===== src/rtl/posit_mult_4.sv =====
// posit_mult_4: fully pipelined posit multiplier, result four cycles after start.
// Define POSIT_MULT_RNE_ROUND_EN for round-to-nearest-even; default build truncates toward zero.
module posit_mult_4 #(
    parameter int N  = 32,
    parameter int es = 2
) (
    input  logic         aclk,
    input  logic         aresetn,
    input  logic [N-1:0] in1,
    input  logic [N-1:0] in2,
    input  logic         start,
    output logic [N-1:0] result,
    output logic         inf,
    output logic         zero,
    output logic         done
);
    localparam int FW  = N - 1 - es;          // fraction bits of a decoded operand
    localparam int MW  = FW + 1;              // mantissa with hidden one
    localparam int PW  = 2 * MW;              // raw product
    localparam int FPW = PW - 1;              // normalised product fraction
    localparam int KW  = $clog2(N) + 1;       // signed regime value
    localparam int SW  = KW + es + 2;         // signed combined scale
    localparam int EW  = 2 + es + FPW + N - 2; // encode buffer, wide enough to never lose bits

    localparam logic [N-1:0] NaR    = {1'b1, {(N-1){1'b0}}};
    localparam logic [N-1:0] MaxPos = {1'b0, {(N-1){1'b1}}};
    localparam logic [N-1:0] MinPos = {{(N-1){1'b0}}, 1'b1};
    localparam logic signed [SW-1:0] KMax = SW'(N - 2);
    localparam logic signed [SW-1:0] KMin = SW'(2 - N);

`ifdef POSIT_MULT_RNE_ROUND_EN
    localparam bit RneEn = 1'b1;
`else
    localparam bit RneEn = 1'b0;
`endif

    typedef struct packed {
        logic          nar;
        logic          zer;
        logic          sgn;
        logic [KW-1:0] k;
        logic [es-1:0] e;
        logic [FW-1:0] f;
    } dec_t;

    function automatic dec_t decode(input logic [N-1:0] x);
        dec_t         d;
        logic [N-2:0] body;
        logic [N-2:0] rest;
        int           m;
        logic         run;
        body = x[N-1] ? -x[N-2:0] : x[N-2:0];
        m    = 0;
        run  = 1'b1;
        for (int i = N - 2; i >= 0; i--) begin
            if (run && body[i] == body[N-2]) m++;
            else run = 1'b0;
        end
        // Drop the regime run and its terminator; bits cut off by a long regime read as zero.
        rest  = body << (m + 1);
        d.nar = x == NaR;
        d.zer = x == '0;
        d.sgn = x[N-1];
        d.k   = body[N-2] ? KW'(m - 1) : KW'(-m);
        d.e   = rest[N-2 -: es];
        d.f   = rest[N-2-es:0];
        return d;
    endfunction

    logic [3:0]              v_q;
    logic [N-1:0]            in1_q, in2_q;
    dec_t                    dec_a_q, dec_b_q;
    logic                    sgn2_q, nar2_q, zer2_q;
    logic signed [SW-1:0]    ka, kb, scale2_d, scale2_q;
    logic [PW-1:0]           prod2_d, prod2_q;
    logic                    sgn3_q, nar3_q, zer3_q;
    logic signed [SW-1:0]    scale3_d, scale3_q;
    logic [FPW-1:0]          frac3_d, frac3_q;
    logic signed [SW-1:0]    k4;
    logic [SW-1:0]           sh4;
    logic [es-1:0]           e4;
    logic [EW-1:0]           ext4, ext_sh4;
    logic [N-2:0]            top4;
    logic                    guard4, sticky4, rnd4;
    logic [N-1:0]            mag4, res_d;

    always_comb begin
        ka       = SW'($signed(dec_a_q.k));
        kb       = SW'($signed(dec_b_q.k));
        scale2_d = ((ka + kb) <<< es) + SW'(dec_a_q.e) + SW'(dec_b_q.e);
        prod2_d  = PW'({1'b1, dec_a_q.f}) * PW'({1'b1, dec_b_q.f});
    end

    always_comb begin
        if (prod2_q[PW-1]) begin
            scale3_d = scale2_q + SW'(1);
            frac3_d  = prod2_q[PW-2:0];
        end else begin
            scale3_d = scale2_q;
            frac3_d  = {prod2_q[PW-3:0], 1'b0};
        end
    end

    always_comb begin
        k4      = scale3_q >>> es;
        e4      = scale3_q[es-1:0];
        // Regime of k>=0 is k+1 ones then 0, of k<0 is -k zeros then 1: seed two bits and sign-fill.
        sh4     = k4[SW-1] ? ~k4 : k4;
        ext4    = {(k4[SW-1] ? 2'b01 : 2'b10), e4, frac3_q, {(N-2){1'b0}}};
        ext_sh4 = $signed(ext4) >>> sh4;
        top4    = ext_sh4[EW-1 -: N-1];
        guard4  = ext_sh4[EW-N];
        sticky4 = |ext_sh4[EW-N-1:0];
        rnd4    = RneEn & guard4 & (sticky4 | top4[0]);
        mag4    = {1'b0, top4} + N'(rnd4);
        if (k4 >= KMax || mag4[N-1]) mag4 = MaxPos;
        else if (k4 < KMin) mag4 = MinPos;
        if (nar3_q) res_d = NaR;
        else if (zer3_q) res_d = '0;
        else res_d = sgn3_q ? -mag4 : mag4;
    end

    always_ff @(posedge aclk) begin
        in1_q    <= in1;
        in2_q    <= in2;
        dec_a_q  <= decode(in1_q);
        dec_b_q  <= decode(in2_q);
        sgn2_q   <= dec_a_q.sgn ^ dec_b_q.sgn;
        nar2_q   <= dec_a_q.nar | dec_b_q.nar;
        zer2_q   <= dec_a_q.zer | dec_b_q.zer;
        scale2_q <= scale2_d;
        prod2_q  <= prod2_d;
        sgn3_q   <= sgn2_q;
        nar3_q   <= nar2_q;
        zer3_q   <= zer2_q;
        scale3_q <= scale3_d;
        frac3_q  <= frac3_d;
    end

    always_ff @(posedge aclk) begin
        if (!aresetn) begin
            v_q    <= '0;
            done   <= 1'b0;
            result <= '0;
            inf    <= 1'b0;
            zero   <= 1'b0;
        end else begin
            v_q  <= {v_q[2:0], start};
            done <= v_q[3];
            if (v_q[3]) begin
                result <= res_d;
                inf    <= nar3_q;
                zero   <= zer3_q & ~nar3_q;
            end
        end
    end
endmodule


===== config.mk =====
export PLATFORM = sky130hd
export DESIGN_NAME = posit_mult_4
export DESIGN_NICKNAME = d
export VERILOG_FILES = /design/src/rtl/posit_mult_4.sv
export SDC_FILE = /design/constraint.sdc
export NUM_CORES = 2
export LEC_CHECK = 0
export ABC_AREA = 1
export CORE_ASPECT_RATIO = 0.7
export CORE_MARGIN = 1.5
export CORE_UTILIZATION = 60
export CTS_CLUSTER_DIAMETER = 200
export DETAILED_ROUTE_END_ITERATION = 8
export PLACE_DENSITY = 0.88
export SYNTH_ARGS = -nofsm -noshare
export SYNTH_HDL_FRONTEND = slang
export SYNTH_SLANG_ARGS = --single-unit

===== constraint.sdc =====
create_clock -name aclk -period 22.1 [get_ports aclk]
set_clock_uncertainty 0.1 [all_clocks]
set_input_delay 4.42 -clock aclk [delete_from_list [all_inputs] [get_ports aclk]]
set_output_delay 4.42 -clock aclk [all_outputs]
set_load 0.005 [all_outputs]

==> flow_summary.ini <==
[run_status]
status = finished, final reports clean

[clock_network]
cts_num_sinks = 265
cts-htree-levels = 1
hold_buffers = 0
clockBufferDepth = 3
cts_root_buffer = clkbuf_16
tritoncts = yes
cts_buffers = 25
clock_latency_ns = 0.57
path_clk_slew_ns = 0.08
cts_resized = 0
postCtsSetupBuffers = 0

[critical_path]
reg2reg_to = dec_b_q[17]$_SDFF_PP0_
crit_path_frequent_cell = nand2_1
critical_path_required_ns = 22.49
slowest_delay_ns = 0.97
worstSetupPathType = reg -> reg
r2r_slack_ns = 2.39
startpoint = in2_q[0]$_DFF_P_
critPathCaptureType = flip-flop
r2r-start = in2_q[0]$_DFF_P_
reg2reg_depth = 106
cp_slowest_cell = ha_1
crit_arrival_ns = 20.10
crit_path_start_kind = flip-flop
critPathMaxFanout = 43

[die]
coreArea_um2 = 82800
num_io_pins = 102
rows = 88
dieHeight_um = 246
start_util_pct = 61.0
die_w_um = 350
dieArea_um2 = 85900

[global_route]
grt_max_degree = 54
grt-ovfl-total = 0
grt_use_total_pct = 33.3
grt_pass1_vias = 45400
grt_pass1_wl_um = 230000
antenna_found_initial = 4

[timing]
period_share_pct = 89.2
tightest_slew_ns = 1.19
slew_violations = 0
hold_viol = 0
setup-violations-final = 0
layout_min_cycle_time_ns = 19.71
rsz0062_at_grt = no
setup_tns_ns = 0
fmax_ghz = 0.0507
relSlewSlack_pct = 20.5

[placement]
gp_congestion = 0.981
hpwl_um = 107000
dpl_cell_area_um2 = 52300
portBuffers = 101

[logic_synthesis]
ys_types = 62
synthesis.area_um2 = 50500
avgSynthCellArea_um2 = 7.04
synth_edf_count = 0
async_flop_share_pct = 0
syn_inst = 7164
synthFlopType = dfxtp_1
synth_nets = 8328
synth_warnings = 0
seq_area_frac_synth_pct = 10.5
synth_seq_cells = 265

[detailed_routing]
wl_per_cell_um = 17.0
routed-wl-met2_um = 58900
ant_nets = 0
wl_met3_um = 18500
viasPerCell = 5.55
wl_met1_um = 58200
top_layer = met5
dr.pass1.iters = 9
drt_iter0_drc = 4617
route.detailed.drc = 0
via_count = 45600
routed_wl_um = 140000

[cells_and_area]
synthToLayoutAreaGrowth_pct = 5.19
n_antenna_cell = 0
fin_nets = 8228
final_common_cell = nand2_1
layout-drive-gt1-share_pct = 5.76
mostFrequentLayoutCells = 2,034 x nand2_1, 1,457 x inv_1, 781 x fa_1
final_area_um2 = 53100
fin_util_pct = 64.1

[hold_path]
min_path_cells = 0
holdPathEnd = sgn3_q$_DFF_P_
hp-start = sgn2_q$_DFF_P_
holdCritPathClass = reg -> reg

[job]
cap_viol_max_count = 0
-- worst max-delay path by stage --
stage,end,depth (start not counted)
3_5_place_dp,dec_b_q[29]$_SDFF_PP0_,109
6_report,dec_b_q[17]$_SDFF_PP0_,106
3_3_place_gp,dec_b_q[27]$_SDFF_PP0_,107
5_1_grt,dec_b_q[29]$_SDFF_PP0_,109
2_1_floorplan,dec_b_q[28]$_SDFF_PP0_,115
4_1_cts,dec_b_q[29]$_SDFF_PP0_,109
-- Yosys cell counts (18+ instances only) --
cell type / number / area, um^2
inv_1: 1457 / 5470
o211ai_1: 21 / 158
nand2_1: 2034 / 7630
nor2_1: 383 / 1440
dfxtp_1: 265 / 5310
nor3_1: 31 / 155
clkbuf_1: 219 / 822
nand4_1: 127 / 795
inv_2: 48 / 180
buf_2: 18 / 90.1
nand3_2: 46 / 460
buf_1: 50 / 188
nand2_2: 75 / 469
fa_1: 781 / 15600
or2_2: 41 / 257
nand3b_1: 21 / 158
o21ai_0: 171 / 856
xor2_1: 107 / 937
a21oi_1: 128 / 641
ha_1: 316 / 3950
xnor2_1: 39 / 342
nand3_1: 581 / 2910
nor2_2: 24 / 150
-- metrics by stage --
stage | setup slack [ns] | hold slack (ns) | std cells
6_report | 2.39 | 0.223 | 8204
3_3_place_gp | 3.19 | 0.211 | 8162
3_5_place_dp | 2.54 | 0.213 | 8162
5_1_grt | 0.902 | 0.233 | 8204
2_1_floorplan | 4.98 | 0.210 | 7164
4_1_cts | 2.46 | 0.230 | 8204
-- registers in the layout (all words and copies together) (netlist names), 4 cells and up --
| register | count |
|---|---|
| dec_a_q | 40 |
| in1_q | 32 |
| scale3_q | 10 |
| in2_q | 32 |
| dec_b_q | 40 |
| frac3_q | 27 |
| scale2_q | 10 |
| prod2_q | 29 |
| v_q | 4 |
| result | 32 |
-- cells by family after synthesis --
logic type	after synthesis	share of synthesized area, %
adders and majority gates	1097	38.8
xor gates and xnor gates	146	2.53
and+or+nand+nor	3414	29.5
muxes	9	0.179
AOI/OAI and AO/OA	409	4.62
buffers and inverters	1824	13.8
DFF	265	10.5
-- critical path: cells and delay by family (launching register included) --
family,cells,cell delay (ns)
compound gates,3,0.42
fa+ha+maj,28,8.72
mux,1,0.17
buf+inv,10,1.27
flops,1,0.34
simple gates,64,8.64
-- metal layers --
metal / track usage [%] / vias up
met3: 10.2 / 366
met2: 49.9 / 2309
met4: 8.21 / 4
li1: - / 21400
met5: 0 / -
met1: 46.9 / 21500
-- layout make-up --
cell class                 count  area [um^2]
fill                        7055        29700
clock inverter                11          153
timing repair buffer         178         1590
clock buffer                  31          678
sequential                   265         5320
tap                         1125         1410
multi-input combinational   5075        38200
inverter                    1519         5700
Power is left out: the tool's default activity adds up to more than one toggle a clock period on the data nets, which glitch-free logic cannot reach.
